File: src/rtl/qspi_stream_fifo.sv
// qspi_stream_fifo
// Bit-granular stream FIFO between the QSPI sampler and its consumer.
// Nibbles are written four bits at a time (oldest bit first) into a circular
// bit array; the consumer drains POP_W bits per pop. A shift register keeps
// the most recent nibbles for inspection, and sticky flags record pushes that
// hit a full FIFO and pops that hit an empty one.
module qspi_stream_fifo #(
  parameter  int DEPTH_NIB = 16,
  parameter  int POP_W     = 2,
  parameter  int WORD_NIB  = 8,
  localparam int CAP       = DEPTH_NIB * 4,
  localparam int CW        = $clog2(CAP) + 1
) (
  input  logic                  clk,
  input  logic                  rst_n,
  input  logic                  clear,
  input  logic                  push,
  input  logic [3:0]            push_data,
  input  logic                  pop,
  output logic [POP_W-1:0]      pop_data,
  output logic                  empty,
  output logic                  full,
  output logic [CW-1:0]         count,
  input  logic [CW-1:0]         level,
  output logic                  at_level,
  output logic [WORD_NIB*4-1:0] buffer,
  output logic                  overflow,
  output logic                  underflow
);

  // Pointer width: CAP is a power of two, so plain PW-bit arithmetic wraps
  // modulo CAP for free.
  localparam int PW = $clog2(CAP);
  localparam int BW = WORD_NIB * 4;

  localparam logic [CW-1:0] LP_POP_W  = CW'(POP_W);
  localparam logic [CW-1:0] LP_NIB    = CW'(4);
  localparam logic [CW-1:0] LP_CAP_M4 = CW'(CAP - 4);

  logic [CAP-1:0] r_mem;
  logic [PW-1:0]  r_wptr;
  logic [PW-1:0]  r_rptr;
  logic [CW-1:0]  r_count;
  logic [BW-1:0]  r_buffer;
  logic           r_overflow;
  logic           r_underflow;

  logic           w_empty;
  logic           w_full;
  logic           w_pushOk;
  logic           w_popOk;
  logic [CW-1:0]  w_addBits;
  logic [CW-1:0]  w_subBits;
  logic [PW-1:0]  w_waddr [4];
  logic [PW-1:0]  w_raddr [POP_W];

  assign w_empty   = (r_count < LP_POP_W);
  assign w_full    = (r_count > LP_CAP_M4);
  // Acceptance uses the pre-edge count, so a pop on an empty FIFO is refused
  // even when a push lands in the same cycle.
  assign w_pushOk  = push & ~w_full  & ~clear;
  assign w_popOk   = pop  & ~w_empty & ~clear;
  assign w_addBits = w_pushOk ? LP_NIB   : '0;
  assign w_subBits = w_popOk  ? LP_POP_W : '0;

  // Bit addresses touched by a push and presented to the reader, wrapping at CAP.
  always_comb begin
    for (int i = 0; i < 4; i++) begin
      w_waddr[i] = r_wptr + PW'(i);
    end
    for (int i = 0; i < POP_W; i++) begin
      w_raddr[i] = r_rptr + PW'(i);
    end
  end

  // Storage array: write the nibble MSB (oldest wire bit) first at the write pointer.
  always_ff @(posedge clk) begin
    if (rst_n && w_pushOk) begin
      for (int i = 0; i < 4; i++) begin
        r_mem[w_waddr[i]] <= push_data[2'(3 - i)];
      end
    end
  end

  // Pointers, count, word buffer and sticky flags; clear behaves like reset.
  always_ff @(posedge clk) begin
    if (!rst_n || clear) begin
      r_wptr      <= '0;
      r_rptr      <= '0;
      r_count     <= '0;
      r_buffer    <= '0;
      r_overflow  <= 1'b0;
      r_underflow <= 1'b0;
    end else begin
      if (push) begin
        r_buffer <= (r_buffer << 4) | BW'(push_data);
      end
      if (push && w_full) begin
        r_overflow <= 1'b1;
      end
      if (pop && w_empty) begin
        r_underflow <= 1'b1;
      end
      if (w_pushOk) begin
        r_wptr <= r_wptr + PW'(4);
      end
      if (w_popOk) begin
        r_rptr <= r_rptr + PW'(POP_W);
      end
      r_count <= r_count + w_addBits - w_subBits;
    end
  end

  // Oldest POP_W bits at the read pointer, oldest in the MSB; zero when empty.
  always_comb begin
    pop_data = '0;
    if (!w_empty) begin
      for (int i = 0; i < POP_W; i++) begin
        pop_data[POP_W-1-i] = r_mem[w_raddr[i]];
      end
    end
  end

  assign empty     = w_empty;
  assign full      = w_full;
  assign count     = r_count;
  assign at_level  = (r_count >= level);
  assign buffer    = r_buffer;
  assign overflow  = r_overflow;
  assign underflow = r_underflow;

endmodule

File: config.mk
export PLATFORM = sky130hd
export DESIGN_NAME = qspi_stream_fifo
export DESIGN_NICKNAME = d
export VERILOG_FILES = /design/src/rtl/qspi_stream_fifo.sv
export SDC_FILE = /design/constraint.sdc
export NUM_CORES = 1
export LEC_CHECK = 0
export CORE_UTILIZATION = 53
export DETAILED_ROUTE_END_ITERATION = 8
export PLACE_DENSITY = 0.79
export SLEW_MARGIN = 0
export SYNTH_ARGS = -nofsm -noshare
export SYNTH_HDL_FRONTEND = slang
export SYNTH_SLANG_ARGS = --single-unit
export TNS_END_PERCENT = 100
File: constraint.sdc
create_clock -name clk -period 3.2 [get_ports clk]
set_input_delay 0.48 -clock clk [delete_from_list [all_inputs] [get_ports clk]]
set_output_delay 0.48 -clock clk [all_outputs]
set_load 0.05 [all_outputs]
==> summary.txt <==
Outcome
  – Run status: finished clean

Clock network
  – CTS sink cnt: 81
  – Post-CTS Hold Buffers: 0
  – Clock Path Buffers: 2
  – Num CTS Buffers: 9
  – Register clock-pin slew on the reported worst setup and hold paths: 80 ps
  – Setup Fix Bufs, Post-CTS: 0
  – Clock Root Buffer: clkbuf_8
  – H-tree level count: 3
  – Clk_lat worst skew: 340 ps
  – CTS tree: done

Floorplanning
  – Number of primary I/O pins: 62
  – Die X-Extent: 86.23 µm
  – Vertical die dimension: 86.23 µm
  – Floorplan die area: 7435 µm²
  – Number of cell rows: 30
  – Initial standard-cell utilization of the core: 55.04%
  – Floorplan core area: 6832 µm²

Worst setup path
  – Arrival time at the worst endpoint: 2470 ps
  – Crit path largest cell delay: 550 ps
  – Ordered cell list for the critical path: inv_1, ha_1, nand2b_1, and3_1, nand2b_1, a211oi_1, dlygate4sd2_1
  – Critical path class: register to output pin
  – Startpoint type of the worst setup path: register
  – Critical path buffer and inverter count: 2
  – Max FO, Critical Path: 5
  – Crit. End Element: output pin
  – Critical-path cell with the highest stage delay: dlygate4sd2_1
  – Dominant delay contributor by cell family on the critical path: buffers and inverters
  – Critical Path Most Common Cell: nand2b_1
  – Crit path required time: 2720 ps

Yosys
  – Syn Area/Cell: 10.84 µm²
  – Total nets after synthesis: 387
  – Top cells by area, synth: dfxtp_1, edfxtp_1, mux2i_1, nor2_1, ha_1
  – Number of warning messages in the yosys log: 0
  – Proportion of netlist area held by the largest area contributor: 26.09%
  – Netlist cell types: 42
  – Post-synthesis instance total: 347
  – Sequential area share after synthesis: 51.65%
  – Cell taking the most area after synthesis: dfxtp_1
  – Flops & latches, synth: 81
  – Netlist area before placement: 3760 µm²

Route
  – Vias: 2634
  – Average wire per standard cell: 14.57 µm
  – Metal1 wirelength: 3357 µm
  – Length of routed met3 wiring: 453 µm
  – Metal2 WL: 3488 µm
  – Wire length after detailed routing: 7418 µm
  – Highest metal used: met4
  – Detailed-route DRC error count: 0
  – Starting DRC count in detailed routing: 128
  – Number of detailed-routing iterations run before antenna repair: 4
  – Final ANT Viol Nets: 0
  – Number of vias per cell after detailed routing: 5.175

Global route
  – Wire length of the first global-routing pass: 12250 µm
  – Number of global-route vias before repair: 2635
  – Total grt overflow: 0
  – Total global routing track utilization: 21.44%
  – Maximum number of pins on one net before global-route repair: 48
  – Antenna violations before repair: 0

Cells and area
  – Post-Route Utilization: 67.44%
  – Fraction of final layout cells with drive strength greater than 1: 9.201%
  – Net total in the final layout: 448
  – Number of antenna diodes: 0
  – Total non-filler cell area in the finished layout: 4607 µm²
  – Combined flip-flop and latch cell area: 1942 µm²
  – Area used by multi-input combinational logic: 1645 µm²
  – FILL cells: 551
  – Synthesis-to-layout area growth: 22.53%

STA
  – Unrepaired setup endpoints after global routing: false
  – Post-Route Skew: 6.611 ps
  – Final count of negative-setup-slack endpoints: 0
  – Tightest slew margin relative to the limit: 63.18%
  – Actual transition at the worst max-transition pin: 550.6 ps
  – Slew Viols, Final: 0
  – Total count of hold-check failures in the final report: 0
  – Maximum operating frequency: 339.5 MHz
  – Crit share post-route: 92.06%
  – Minimum period implied by the final worst setup slack: 2946 ps

Power and ir drop
  – Maximum VDD drop: 0.2792 mV
  – Power density cells: 526.1 nW/µm²
  – Leakage: 1.736 nW
  – Overall Power: 2.424 mW

Place
  – Placement-stage cell area: 4447 µm²
  – Detail Placement HPWL: 5345 µm
  – Buffers added on ports: 60
  – GP Congestion: 0.8894

Flow run
  – Count of maximum capacitance violations: 0

Worst hold path
  – Class of the worst hold path: register to register
==> metrics by stage <==
stage / setup WS (ps) / instances / hold slack, ps / setup TNS, ps
after floorplan: -288.0 / 347 / 487.3 / -575.9
after global placement: 354.0 / 493 / 452.4 / 0
after detailed placement: 249.4 / 493 / 466.8 / 0
after CTS: 208.3 / 509 / 487.1 / 0
after global routing: 66.61 / 509 / 518.3 / 0
final: 254.1 / 509 / 478.7 / 0
==> registers in the layout, summed over array words and instances (netlist names) <==
name       cells
count          6
buffer        32
r_mem         32
underflow      1
r_wptr         4
overflow       1
r_rptr         5
==> cells by family (layout without fill, tap and decap cells) <==
kind of cell | count (synthesis) | after routing | share of synthesized area [%]
simple gates | 120 | 120 | 14.14
compound gates | 30 | 30 | 5.724
other cells | 1 | 1 | 0.09974
mux | 44 | 44 | 14.38
buf+inv | 42 | 108 | 4.659
fa+ha+maj | 24 | 24 | 8.186
flops | 81 | 81 | 51.65
xor+xnor | 5 | 5 | 1.165
==> worst min-delay path, cell delays in order (launching register included) <==
cell,delay [ps]
dfxtp_1,340
a21oi_1,40
nor2_1,70
==> area by class of cell <==
class,count,share of cell area (%)
Clock inverter,6,0.7605
Multi-Input combinational cell,224,35.71
Tap cell,96,2.607
Timing Repair Buffer,67,13.96
Sequential cell,81,42.15
Clock buffer,10,2.770
Inverter,25,2.037
==> cells in the final DEF (no fill, tap or decap), types with 2 or more instances in the layout <==
cell type	Yosys	layout
nor2_1	80	80
clkdlybuf4s50_1	0	56
dfxtp_1	49	49
mux2i_1	36	36
edfxtp_1	32	32
inv_1	25	25
ha_1	23	23
nand2_1	12	12
a21oi_1	9	9
clkbuf_8	0	9
mux4_2	8	8
buf_4	1	8
nand2b_1	6	5
xnor2_1	5	5
or3_1	4	4
nor2b_1	4	4
a211oi_1	4	4
o21ai_0	4	4
nor3_1	3	3
a311oi_1	3	3
clkinv_2	0	3
o211ai_1	2	2
nand4b_1	2	2
nand3_1	2	2
dlygate4sd2_1	0	2
==> Yosys cell counts, drive strengths merged <==
library cell / count
o211ai: 2
and4: 2
ha: 23
a311oi: 4
inv: 25
clkbuf: 5
nor2b: 4
dfxtp: 49
a2111oi: 1
a211oi: 4
or3: 4
a31o: 1
nor4: 1
nor2: 80
mux4: 8
nor3: 3
a21o: 2
edfxtp: 32
buf: 12
a21oi: 9
and3: 1
mux2i: 36
a2111o: 1
o21ai: 4
or4: 1
xnor2: 5
nand2: 12
o41a: 1
nand2b: 6
conb: 1
o21a: 1
fa: 1
nand3: 3
nand4b: 2
or2: 1
==> worst paths after layout <==
| check | from | to | slack [ps] | cells past startpoint |
|---|---|---|---|---|
| hold reg to reg | underflow$_SDFFE_PP0P_ | underflow$_SDFFE_PP0P_ | 480 | 2 |
| setup / recovery | count[4]$_SDFF_PP0_ | pop_data[0] | 250 | 7 |
| hold / removal | underflow$_SDFFE_PP0P_ | underflow$_SDFFE_PP0P_ | 480 | 2 |
| setup reg to reg | count[4]$_SDFF_PP0_ | count[5]$_SDFF_PP0_ | 390 | 12 |
==> per-layer routing <==
layer | up-vias | track usage, %
li1 | 1326 | -
met4 | 0 | 7.576
met2 | 72 | 34.49
met3 | 9 | 6.381
met1 | 1227 | 27.66
met5 | - | 0
==> where the power goes <==
group | internal, mW | total [mW] | leakage, nW | switching, mW
sequential | 1.09 | 1.13 | 0.682 | 0.0326
combinational | 0.262 | 0.668 | 0.971 | 0.405
clock | 0.277 | 0.629 | 0.0835 | 0.353
==> timing repair <==
| item | CTS | global route |
|---|---|---|
| endpoints found under the hold margin | 0 | 0 |
| gates resized for setup | 2 | 0 |
| endpoints found under the setup margin | 2 | 0 |
No activity file was read; power rests on OpenSTA's default activity.
